## src/rtl/pomo_sequencer.sv

```systemverilog
// Pomodoro session controller: sequences work / short-break / long-break phases,
// loads BCD durations into the countdown, and drives run, alarm and blink.
// Optional build macro POMO_AUTO_START_EN: after an alarm expiry the next phase starts
// counting on its own. When the macro is absent, the next phase waits in PAUSE.
module pomo_sequencer #(
    parameter int CLK_HZ       = 100000000,
    parameter int WORK_MIN     = 25,
    parameter int SHORT_MIN    = 5,
    parameter int LONG_MIN     = 15,
    parameter int LONG_EVERY   = 4,
    parameter int BLINK_DIV    = CLK_HZ / 4,
    parameter int ALARM_CYCLES = 2 * CLK_HZ
) (
    input  logic       clk,
    input  logic       rst,
    input  logic       lever,
    input  logic       button,
    input  logic       timer_done,
    output logic       load,
    output logic [7:0] load_min_bcd,
    output logic       run,
    output logic [1:0] phase,
    output logic [2:0] pomo_count,
    output logic       alarm,
    output logic       blink
);

    localparam int BLINK_W = (BLINK_DIV > 1) ? $clog2(BLINK_DIV) : 1;
    localparam int ALARM_W = (ALARM_CYCLES > 1) ? $clog2(ALARM_CYCLES) : 1;

    localparam logic [BLINK_W-1:0] BLINK_LAST = BLINK_W'(BLINK_DIV - 1);
    localparam logic [ALARM_W-1:0] ALARM_LAST = ALARM_W'(ALARM_CYCLES - 1);
    localparam logic [2:0]         LONG_COUNT = 3'(LONG_EVERY);

    localparam logic [7:0] WORK_BCD  = {4'(WORK_MIN / 10),  4'(WORK_MIN % 10)};
    localparam logic [7:0] SHORT_BCD = {4'(SHORT_MIN / 10), 4'(SHORT_MIN % 10)};
    localparam logic [7:0] LONG_BCD  = {4'(LONG_MIN / 10),  4'(LONG_MIN % 10)};

    localparam logic [1:0] PH_IDLE  = 2'd0;
    localparam logic [1:0] PH_WORK  = 2'd1;
    localparam logic [1:0] PH_SHORT = 2'd2;
    localparam logic [1:0] PH_LONG  = 2'd3;

    // An alarm that times out unattended either starts the next phase or parks it.
`ifdef POMO_AUTO_START_EN
    localparam logic EXPIRY_PAUSES = 1'b0;
`else
    localparam logic EXPIRY_PAUSES = 1'b1;
`endif

    typedef enum logic [2:0] {
        S_IDLE,
        S_LOAD,
        S_RUN,
        S_PAUSE,
        S_ALARM
    } state_t;

    state_t             state_q, state_d;
    logic [1:0]         phase_q, phase_d;
    logic [2:0]         pomo_q, pomo_d;
    logic               pause_after_load_q, pause_after_load_d;
    logic [ALARM_W-1:0] alarm_cnt_q, alarm_cnt_d;
    logic [BLINK_W-1:0] blink_cnt_q, blink_cnt_d;
    logic               blink_q, blink_d;
    logic               load_q, load_d;
    logic [7:0]         bcd_q, bcd_d;
    logic               run_q, run_d;
    logic               alarm_q, alarm_d;
    logic               advance;

    function automatic logic [7:0] phase_bcd(input logic [1:0] ph);
        logic [7:0] val;
        case (ph)
            PH_WORK:  val = WORK_BCD;
            PH_SHORT: val = SHORT_BCD;
            PH_LONG:  val = LONG_BCD;
            default:  val = 8'h00;
        endcase
        return val;
    endfunction

    always_comb begin
        state_d            = state_q;
        phase_d            = phase_q;
        pomo_d             = pomo_q;
        pause_after_load_d = pause_after_load_q;
        alarm_cnt_d        = '0;
        advance            = 1'b0;

        case (state_q)
            S_IDLE: begin
                if (lever) begin
                    phase_d            = PH_WORK;
                    pause_after_load_d = 1'b0;
                    state_d            = S_LOAD;
                end
            end
            S_LOAD: begin
                state_d            = pause_after_load_q ? S_PAUSE : S_RUN;
                pause_after_load_d = 1'b0;
            end
            S_RUN: begin
                if (timer_done) begin
                    state_d = S_ALARM;
                    if (phase_q == PH_WORK) begin
                        pomo_d = pomo_q + 3'd1;
                    end
                end else if (button) begin
                    advance = 1'b1;
                end else if (lever) begin
                    state_d = S_PAUSE;
                end
            end
            S_PAUSE: begin
                if (button) begin
                    advance = 1'b1;
                end else if (lever) begin
                    state_d = S_RUN;
                end
            end
            S_ALARM: begin
                if (lever || button) begin
                    advance            = 1'b1;
                    pause_after_load_d = 1'b0;
                end else if (alarm_cnt_q == ALARM_LAST) begin
                    advance            = 1'b1;
                    pause_after_load_d = EXPIRY_PAUSES;
                end else begin
                    alarm_cnt_d = alarm_cnt_q + ALARM_W'(1);
                end
            end
            default: begin
                state_d = S_IDLE;
            end
        endcase

        // A skipped work phase never reaches LONG_COUNT, so it always lands on a short break.
        if (advance) begin
            state_d = S_LOAD;
            if (phase_q == PH_WORK) begin
                if (pomo_q == LONG_COUNT) begin
                    phase_d = PH_LONG;
                    pomo_d  = 3'd0;
                end else begin
                    phase_d = PH_SHORT;
                end
            end else begin
                phase_d = PH_WORK;
            end
        end
    end

    always_comb begin
        load_d      = (state_d == S_LOAD);
        run_d       = (state_d == S_RUN);
        alarm_d     = (state_d == S_ALARM);
        bcd_d       = load_d ? phase_bcd(phase_d) : bcd_q;
        blink_cnt_d = '0;
        blink_d     = 1'b0;

        // Blink restarts from the unblanked phase whenever PAUSE or ALARM is freshly entered.
        if ((state_d == S_PAUSE || state_d == S_ALARM) && state_d == state_q) begin
            if (blink_cnt_q == BLINK_LAST) begin
                blink_cnt_d = '0;
                blink_d     = ~blink_q;
            end else begin
                blink_cnt_d = blink_cnt_q + BLINK_W'(1);
                blink_d     = blink_q;
            end
        end
    end

    always_ff @(posedge clk or posedge rst) begin
        if (rst) begin
            state_q            <= S_IDLE;
            phase_q            <= PH_IDLE;
            pomo_q             <= 3'd0;
            pause_after_load_q <= 1'b0;
            alarm_cnt_q        <= '0;
            blink_cnt_q        <= '0;
            blink_q            <= 1'b0;
            load_q             <= 1'b0;
            bcd_q              <= 8'h00;
            run_q              <= 1'b0;
            alarm_q            <= 1'b0;
        end else begin
            state_q            <= state_d;
            phase_q            <= phase_d;
            pomo_q             <= pomo_d;
            pause_after_load_q <= pause_after_load_d;
            alarm_cnt_q        <= alarm_cnt_d;
            blink_cnt_q        <= blink_cnt_d;
            blink_q            <= blink_d;
            load_q             <= load_d;
            bcd_q              <= bcd_d;
            run_q              <= run_d;
            alarm_q            <= alarm_d;
        end
    end

    assign load         = load_q;
    assign load_min_bcd = bcd_q;
    assign run          = run_q;
    assign phase        = phase_q;
    assign pomo_count   = pomo_q;
    assign alarm        = alarm_q;
    assign blink        = blink_q;

endmodule

```

## config.mk

```make
export PLATFORM = sky130hd
export DESIGN_NAME = pomo_sequencer
export DESIGN_NICKNAME = d
export VERILOG_FILES = /design/src/rtl/pomo_sequencer.sv
export SDC_FILE = /design/constraint.sdc
export NUM_CORES = 1
export LEC_CHECK = 0
export ABC_AREA = 1
export BUFFER_PORTS_ARGS = -buffer_cell sky130_fd_sc_hd__buf_2
export CAP_MARGIN = 10
export CORE_MARGIN = 1
export CORE_UTILIZATION = 55
export DETAILED_ROUTE_END_ITERATION = 8
export GPL_TIMING_DRIVEN = 0
export PLACE_DENSITY = 0.79
export SYNTH_ARGS = -nofsm -noshare
export SYNTH_HDL_FRONTEND = slang
export SYNTH_SLANG_ARGS = --single-unit
```

## constraint.sdc

```tcl
create_clock -name clk -period 4.5 [get_ports clk]
set_input_delay 0.225 -clock clk [delete_from_list [all_inputs] [get_ports clk]]
set_output_delay 0.225 -clock clk [all_outputs]
set_load 0.05 [all_outputs]
```

==> impl_metrics.tcl, run 1 <==
set metrics [dict create \
    status "complete, no violations" \
    globalplace.congestion 0.890 \
    drive_gt1_share_pct 17.3 \
    cts_resized 0 \
    io-pin-count 22 \
    fmax_ghz 0.461 \
    leakagePower_uw 0.00202 \
    cp-end-kind "flop" \
    vias 3323 \
    grt_use_total_pct 21.7 \
    htree_levels 3 \
    syn-cell-area_um2 4110 \
    fin_worst_skew_ns 0.0104 \
    grt_pass1_wl_um 13100 \
    area_growth_pct 10.6 \
    setup_tns_ns 0 \
    wl_per_cell_um 11.9 \
    relSlewSlack_pct 44.6 \
    critPathTopFamily "simple AND/OR/NAND/NOR gates" \
    die_w_um 88.5 \
    grt_max_degree 70 \
    routed_wl_um 7710 \
    comb_power_share_pct 32.4 \
    numCtsBuffers 9 \
    synth_top_area_cell "dfrtp_1" \
    setup_viol 0 \
    p_switching_uw 728 \
    cp_max_fo 10 \
    worstMarginPinSlew_ns 0.830 \
    cts_hold_buf 0 \
    ys_seq_area_share_pct 42.0 \
    cts_buffer_depth 2 \
    finalHoldViolCount 0 \
    hpwl_um 5680 \
    ys_types 38 \
    die_h_um 88.5 \
    cts_sinks 69 \
    clk_pin_slew_ns 0.07 \
    ir_drop_mv 0.426 \
    numPlacedInstances 633 \
    pwr-share-seq_pct 38.1 \
    root_buffer "clkbuf_8" \
    fin_nets 554 \
    crit_type "reg2reg" \
    cp-start-kind "flop" \
    rsz0062_at_grt "false" \
    p_clk_share_pct 29.4 \
    cp.required_ns 4.72 \
    yosys_warnings 0 \
    first_global_vias 3077 \
    synth.area.top_cells "dfrtp_1, nand2_1, nor2_4" \
    hold_path.class "in2async" \
    io_buffers 17 \
    grt-ovfl-total 0 \
    power_density_nw_per_um2 417 \
    antennaDiodeCount 0 \
    drtIter0Drc 205 \
    drc 0 \
    synth_top_area_share_pct 42.0 \
    slew_viol_final 0 \
    min_period_ns 2.17 \
    maxCapViolations 0 \
    synthCells 514 \
    die_area_um2 7830 \
    vias_per_cell 5.13 \
    fin_cells 648 \
    initial_core_util_pct 56.7 \
    slowest_stage "nand4_1" \
    n_fill_cell 634 \
    path_cells "ha_1 > nand3_1 > nor4_1 > nand4_1 > clkbuf_1 > o21ai_0 > nor2_4" \
    post-cts-setup-buffer-count 0 \
    ant_nets 0 \
    sw_frac_of_total_pct 38.4 \
    insertion_delay_ns 0.34 \
    intPower_uw 1170 \
    cpPeakStageDelay_ns 0.41 \
    synth-seq-cells 69 \
    cts_tree "done" \
    first_pass_iters 4 \
    syn_area_per_cell_um2 8.00 \
    worstPathArrival_ns 2.39 \
    num_rows 31 \
    period_share_pct 48.2 \
    antenna_found_initial 0 \
    core_um2 7250 \
    cp_num_buf_inv 1 \
]
-- logic make-up after synthesis --
kind of cell             after synthesis  synth area share, %
other                                  1               0.0912
AND/OR/NAND/NOR                      298                 38.0
buffers and inverters                 84                 8.94
flip-flops                            69                 42.0
adder cells (fa/ha/maj)                4                 1.22
XOR/XNOR                              21                 4.47
AO/OA/AOI/OAI                         37                 5.26
-- layout by cell type, fill, tap and decap left out, drive strengths merged, types with 2 or more instances in the layout --
master	synthesis	layout
a21o	2	2
a21oi	10	10
a31oi	2	2
buf	8	25
bufinv	0	2
clkbuf	1	12
conb	1	4
dfrtp	69	69
ha	4	4
inv	75	75
nand2	108	108
nand3	45	45
nand3b	2	2
nand4	13	13
nor2	103	103
nor3	18	18
nor4	5	5
o211ai	3	3
o21a	4	4
o21ai	14	14
or2	2	2
xnor2	4	4
xor2	17	17
-- through the flow --
step | worst slack [ns] | hold WS [ns] | utilization, % | total power [uW] | instance area, um2
floorplan | 2.54 | 0.433 | - | 1240 | 4130
global route | 2.17 | 0.128 | 62.7 | 2000 | 4550
global placement | 1.72 | 0.445 | 59.8 | 1340 | 4330
CTS | 2.31 | 0.0804 | 62.7 | 1920 | 4550
finish | 2.33 | 0.0623 | 62.7 | 1900 | 4550
detailed placement | 2.32 | 0.453 | 59.8 | 1360 | 4340
-- power by group through the flow --
stage / Sequential, uW / Clock [uW] / Combinational [uW]
2_1_floorplan: 849 / 0 / 392
3_3_place_gp: 731 / 0 / 608
3_5_place_dp: 735 / 0 / 622
4_1_cts: 723 / 573 / 623
5_1_grt: 731 / 595 / 671
6_report: 724 / 559 / 616
-- cell type report --
cell class / count / area (um2) / share of cell area [%]
plain buffers: 9 / 86.3 / 1.90
clock buffers: 11 / 141 / 3.11
clock inverters: 4 / 72.6 / 1.59
inverters: 75 / 284 / 6.24
multi-input cells: 364 / 2030 / 44.6
flip-flops and latches: 69 / 1730 / 37.9
well taps: 99 / 124 / 2.72
repair buffers: 17 / 85.1 / 1.87
-- Yosys cell counts, drive strengths merged --
| master | number |
|---|---|
| ha | 4 |
| nand3b | 2 |
| nor2 | 103 |
| or2 | 2 |
| nand2 | 108 |
| clkbuf | 1 |
| xor2 | 17 |
| nor3 | 18 |
| nand3 | 45 |
| o211ai | 3 |
| a31oi | 2 |
| a21o | 2 |
| o21ai | 14 |
| buf | 8 |
| nand4 | 13 |
| xnor2 | 4 |
| o31a | 1 |
| a21oi | 10 |
| a21boi | 1 |
| o21a | 4 |
| nor4 | 5 |
| dfrtp | 69 |
| inv | 75 |
| and2 | 1 |
| conb | 1 |
| nor3b | 1 |
-- layer usage --
metal,global-route usage (%),vias to the layer above,wire (um)
met5,0,-,0
met4,11.1,0,138
met3,3.45,13,225
met2,36.4,61,3750
met1,27.1,1563,3590
li1,-,1686,-
-- final timing paths --
path	startpoint	endpoint	slack [ns]	depth (start not counted)
min reg2reg	alarm_cnt_q[0]	alarm_cnt_q[0]	0.47	1
min in group clk	lever	phase[1]	0.25	4
max in group asynchronous	rst	alarm_cnt_q[16]	3.91	2
max reg2reg	blink_cnt_q[0]	blink_cnt_q[16]	2.33	7
max	blink_cnt_q[0]	blink_cnt_q[16]	2.33	7
min	rst	alarm	0.06	2
-- registers in the layout (all words and copies together), names as in the netlist --
signal	flops
pause_after_load_q	1
run	1
blink	1
phase	2
alarm	1
load	1
load_min_bcd	3
pomo_count	3
blink_cnt_q	25
state_q	3
alarm_cnt_q	28
No activity file was read; power rests on OpenSTA's default activity.
==> inputs of run 2 (changes only) <==
Clock period 4.5 ns to 2 ns, I/O delays scaled along.
==> run 2 against run 1 <==
  * Non-clock buffer count up 9
  * First-iteration DRC count grew 16%
  * Critical endpoint is now blink_cnt_q[19]
  * Clock power up 130%
  * Sequential power rose by 130%
  * Largest cell class unchanged
  * Via count up 2.9%
  * Setup slack got worse by 2.3 ns
  * Die area unchanged
  * Sequential cell count stayed put
  * Sequential share of layout area fell by 1.2 points
==> impl_metrics.tcl, run 2 (synthesis results as in run 1) <==
set metrics [dict create \
    power_density_nw_per_um2 956 \
    hold_path.class "in2reg" \
    p_switching_uw 1710 \
    area_growth_pct 14.2 \
    grt_use_total_pct 21.9 \
    num_rows 31 \
    worstMarginPinSlew_ns 0.833 \
    clk_pin_slew_ns 0.07 \
    setup_tns_ns 0 \
    ant_nets 0 \
    cts_buffer_depth 2 \
    crit_type "reg2reg" \
    finalHoldViolCount 0 \
    fmax_ghz 0.503 \
    drive_gt1_share_pct 19.5 \
    hpwl_um 5680 \
    antenna_found_initial 0 \
    die_h_um 88.5 \
    drtIter0Drc 237 \
    grt_pass1_wl_um 13200 \
    comb_power_share_pct 35.5 \
    setup_viol 0 \
    htree_levels 3 \
    status "complete, no violations" \
    die_area_um2 7830 \
    finalHoldWorstSlack_ns 0.141 \
    cp.required_ns 2.23 \
    maxCapViolations 0 \
    routed_wl_um 8330 \
    regMostFlops "alarm_cnt_q" \
    mostFrequentLayoutCell "nand2_1" \
    vias 3418 \
    fin_worst_skew_ns 0.00919 \
    final_cell_mix "nand2_1, nor2_1, dfrtp_1" \
    top_regs "alarm_cnt_q: 28 flops, blink_cnt_q: 25 flops" \
    p_clk_share_pct 28.2 \
    cp_max_fo 7 \
    numCtsBuffers 9 \
    r2r_slack_ns 0.01 \
    finalInstanceArea_um2 4700 \
    min_path_cells 4 \
    core_um2 7250 \
    totalPowerFinal_uw 4490 \
    cts_sinks 69 \
    grt_max_degree 70 \
    relSlewSlack_pct 44.5 \
    root_buffer "clkbuf_8" \
    first_pass_iters 5 \
    die_w_um 88.5 \
    sw_frac_of_total_pct 38.1 \
    largest_reg_flops 28 \
    first_global_vias 3082 \
    initial_core_util_pct 56.7 \
    io_buffers 17 \
    period_share_pct 99.3 \
    antennaDiodeCount 0 \
    numPlacedInstances 633 \
    grt-ovfl-total 0 \
    intPower_uw 2780 \
    cts_tree "done" \
    pwr-share-seq_pct 36.3 \
    globalplace.congestion 0.890 \
    fin_nets 564 \
    leakagePower_uw 0.00209 \
    hold_end "phase[1]" \
    fin_cells 658 \
    drc 0 \
    place_area_um2 4340 \
    cp-end-kind "flop" \
    vias_per_cell 5.19 \
    rr_startpoint "alarm_cnt_q[0]" \
    slew_viol_final 0 \
    wl_per_cell_um 12.7 \
    ff2ff_path_depth 13 \
    r2r_end "blink_cnt_q[19]" \
    worstPathArrival_ns 2.22 \
    ir_drop_mv 0.979 \
    min_from "lever" \
    cp-start-kind "flop" \
    insertion_delay_ns 0.34 \
    io-pin-count 22 \
    min_period_ns 1.99 \
]
-- run 2: metal layers --
layer / GRT usage (%) / vias up / wire length (um)
li1: - / 1715 / -
met1: 27.2 / 1620 / 3780
met2: 36.9 / 65 / 4100
met3: 3.54 / 18 / 292
met4: 11.3 / 0 / 155
met5: 0 / - / 0
-- run 2: worst max-delay path by stage --
stage / slack, ns / cells after the start / endpoint / startpoint
after floorplan: 0.16 / 1 / alarm / rst
after global placement: -0.66 / 2 / blink_cnt_q[24] / rst
after detailed placement: -0.18 / 7 / blink_cnt_q[16] / blink_cnt_q[0]
after CTS: 0.01 / 13 / blink_cnt_q[19] / alarm_cnt_q[0]
after global routing: -0.07 / 13 / blink_cnt_q[19] / alarm_cnt_q[0]
final: 0.01 / 13 / blink_cnt_q[19] / alarm_cnt_q[0]
-- run 2: power groups by stage --
stage | combinational [uW] | sequential [uW] | clock, uW
detailed placement | 1400 | 1650 | 0
floorplan | 882 | 1910 | 0
CTS | 1400 | 1630 | 1290
finish | 1590 | 1630 | 1260
global placement | 1370 | 1640 | 0
global route | 1720 | 1650 | 1340
-- run 2: what timing repair did --
item                                    CTS  global route
resized for setup                         0            11
hold endpoints to repair                 69             0
setup buffers                             1             5
gates cloned                              0             3
endpoints found under the setup margin   10            34
hold buffers                              1             0
pin swaps                                 1             6
-- run 2: per-stage QoR --
stage | worst slack [ns] | utilization, %
floorplan | 0.160 | -
global placement | -0.655 | 59.8
detailed placement | -0.176 | 59.8
CTS | 0.0100 | 63.0
global route | -0.0715 | 64.8
finish | 0.0135 | 64.8
-- run 2: area by class of cell --
cell class                      count  area, um2
Multi-Input combinational cell    364       2060
Buffer                              9       87.6
Tap cell                           99        124
Clock buffer                       11        141
Timing Repair Buffer               26        194
Inverter                           75        288
Sequential cell                    69       1730
Clock inverter                      4       72.6
Timing Repair inverter              1       7.51
Fill cell                         616       2560
-- run 2: worst max-delay path: stages (launching register included) --
cell,delay [ns]
dfrtp_1,0.40
ha_2,0.22
nand2_2,0.08
nor2_4,0.15
nand2_4,0.09
nor2_4,0.11
nand2_4,0.08
nand2_4,0.08
nand2_4,0.09
nand3_4,0.09
nand2_2,0.07
nand3_4,0.18
clkbuf_16,0.21
nor2_4,0.03
==> inputs of run 3 (changes only) <==
Settings changed: BUFFER_PORTS_ARGS -buffer_cell sky130_fd_sc_hd__buf_2 to not set, DONT_BUFFER_PORTS set to 1, PLACE_DENSITY 0.79 to 0.76.
==> run 3 against run 2 <==
  * Cell count decreased by 2.0%
  * Via count decreased by 2.1%
  * Combinational power decreased by 23%
  * Sequential cell count unchanged
  * Utilization decreased by 0.91 points
  * Clock-buffer cell count decreased by 2
  * Total power decreased by 5.0%
==> impl_metrics.tcl, run 3 (synthesis results as in run 1) <==
set metrics [dict create \
    drc 0 \
    core_um2 7250 \
    cts_sinks 69 \
    htree_levels 3 \
    fin_worst_skew_ns 0.0128 \
    antennaDiodeCount 0 \
    cp-start-kind "flop" \
    min_period_ns 1.91 \
    slew_viol_final 0 \
    io-pin-count 22 \
    cp-end-kind "flop" \
    setup_viol 0 \
    grt_pass1_wl_um 13800 \
    fin_nets 550 \
    routed_wl_um 8390 \
    die_h_um 88.5 \
    die_w_um 88.5 \
    worstPathArrival_ns 2.13 \
    num_rows 31 \
    antenna_found_initial 0 \
    final_cell_mix "nand2_1, nor2_1, dfrtp_1" \
    insertion_delay_ns 0.34 \
    top_regs "alarm_cnt_q: 28 flops, blink_cnt_q: 25 flops" \
    first_global_vias 3096 \
    cp_max_fo 6 \
    grt-ovfl-total 0 \
    drive_gt1_share_pct 17.9 \
    leakagePower_uw 0.00202 \
    vias 3345 \
    relSlewSlack_pct 44.4 \
    largest_reg_flops 28 \
    status "complete, no violations" \
    path_cells "ha_2 > nand2_2 > nor2_4 > nand2_4 > nor2_4 > nand2_4 > nand2_4 > nand2_8 > nand3_4 > nand2_2 > nand3_4 > clkbuf_16 > nor2_4" \
    worstSetupStartpoint "alarm_cnt_q[0]" \
    cts_tree "done" \
    die_area_um2 7830 \
    hold_path.class "in2reg" \
    grt_use_total_pct 22.8 \
    ir_drop_mv 0.871 \
    r2r_end "blink_cnt_q[10]" \
    initial_core_util_pct 56.7 \
    grt_max_degree 70 \
    slowest_stage "dfrtp_1" \
    hpwl_um 5880 \
    maxCapViolations 0 \
    vias_per_cell 5.19 \
    min_from "button" \
    wl_per_cell_um 13.0 \
    finalHoldViolCount 0 \
    globalplace.congestion 0.877 \
    root_buffer "clkbuf_8" \
    mostFrequentLayoutCell "nand2_1" \
    worst_slack_ns 0.0935 \
    area_growth_pct 12.6 \
    r2r_slack_ns 0.09 \
    period_share_pct 95.3 \
    ant_nets 0 \
    final_util_pct 63.8 \
    crit_end "blink_cnt_q[10]" \
    power_density_nw_per_um2 921 \
    ff2ff_path_depth 13 \
    io_buffers 0 \
    regMostFlops "alarm_cnt_q" \
    cts_buffer_depth 2 \
    crit_type "reg2reg" \
    cpPeakStageDelay_ns 0.37 \
    setup_tns_ns 0 \
    first_pass_iters 5 \
    worstMarginPinSlew_ns 0.834 \
    cp.required_ns 2.22 \
    fmax_ghz 0.525 \
    place_ws_ns -0.201 \
    drtIter0Drc 197 \
    numCtsBuffers 9 \
    rr_startpoint "alarm_cnt_q[0]" \
    clk_pin_slew_ns 0.07 \
]
[run 3: metal layers]
| metal | global-route usage, % | part of all wire [%] |
|---|---|---|
| met1 | 30.9 | 47 |
| met4 | 6.45 | 1.4 |
| met3 | 4.94 | 4.4 |
| met5 | 0 | 0 |
| met2 | 37.1 | 47 |
[run 3: how the worst min path moves through the flow]
stage,to,cells after the start
after floorplan,phase[1],3
after global placement,phase[1],3
after detailed placement,alarm,1
after CTS,state_q[1],3
after global routing,state_q[2],3
final,alarm_cnt_q[27],3
[run 3: critical path, delay by kind of cell (launching register included)]
kind	cells	cell delay, ns
adders and majority gates	1	0.19
buffers and inverters	1	0.21
DFF	1	0.37
and+or+nand+nor	11	1.00
[run 3: area by class of cell]
class                      instances  area, um2
fill                             623       2620
multi-input combinational        364       2070
sequential                        69       1730
inverter                          75        288
timing repair buffer              13        141
clock buffer                       9        124
tap                               99        124
buffer                             9       87.6
clock inverter                     7       66.3
[run 3: through the flow]
step / cell area, um2 / hold WS [ns] / total power, uW / instances
3_3_place_gp: 4250 / 0.348 / 2940 / 616
3_5_place_dp: 4250 / 0.202 / 2980 / 616
2_1_floorplan: 4130 / 0.320 / 2790 / 517
6_report: 4630 / 0.0493 / 4260 / 645
4_1_cts: 4470 / 0.0369 / 4090 / 635
5_1_grt: 4630 / 0.0576 / 4460 / 645
[run 3: timing repair]
item,4_1_cts,5_1_grt
pin swaps,1,8
setup buffers,1,8
hold endpoints to repair,70,0
gates cloned,0,2
setup endpoints to repair,10,39
hold buffers,2,0
resized for setup,0,17
[run 3: power breakdown]
group / internal (uW) / total (uW) / switching (uW)
Clock: 569 / 1110 / 544
Combinational: 484 / 1230 / 750
Sequential: 1510 / 1920 / 404
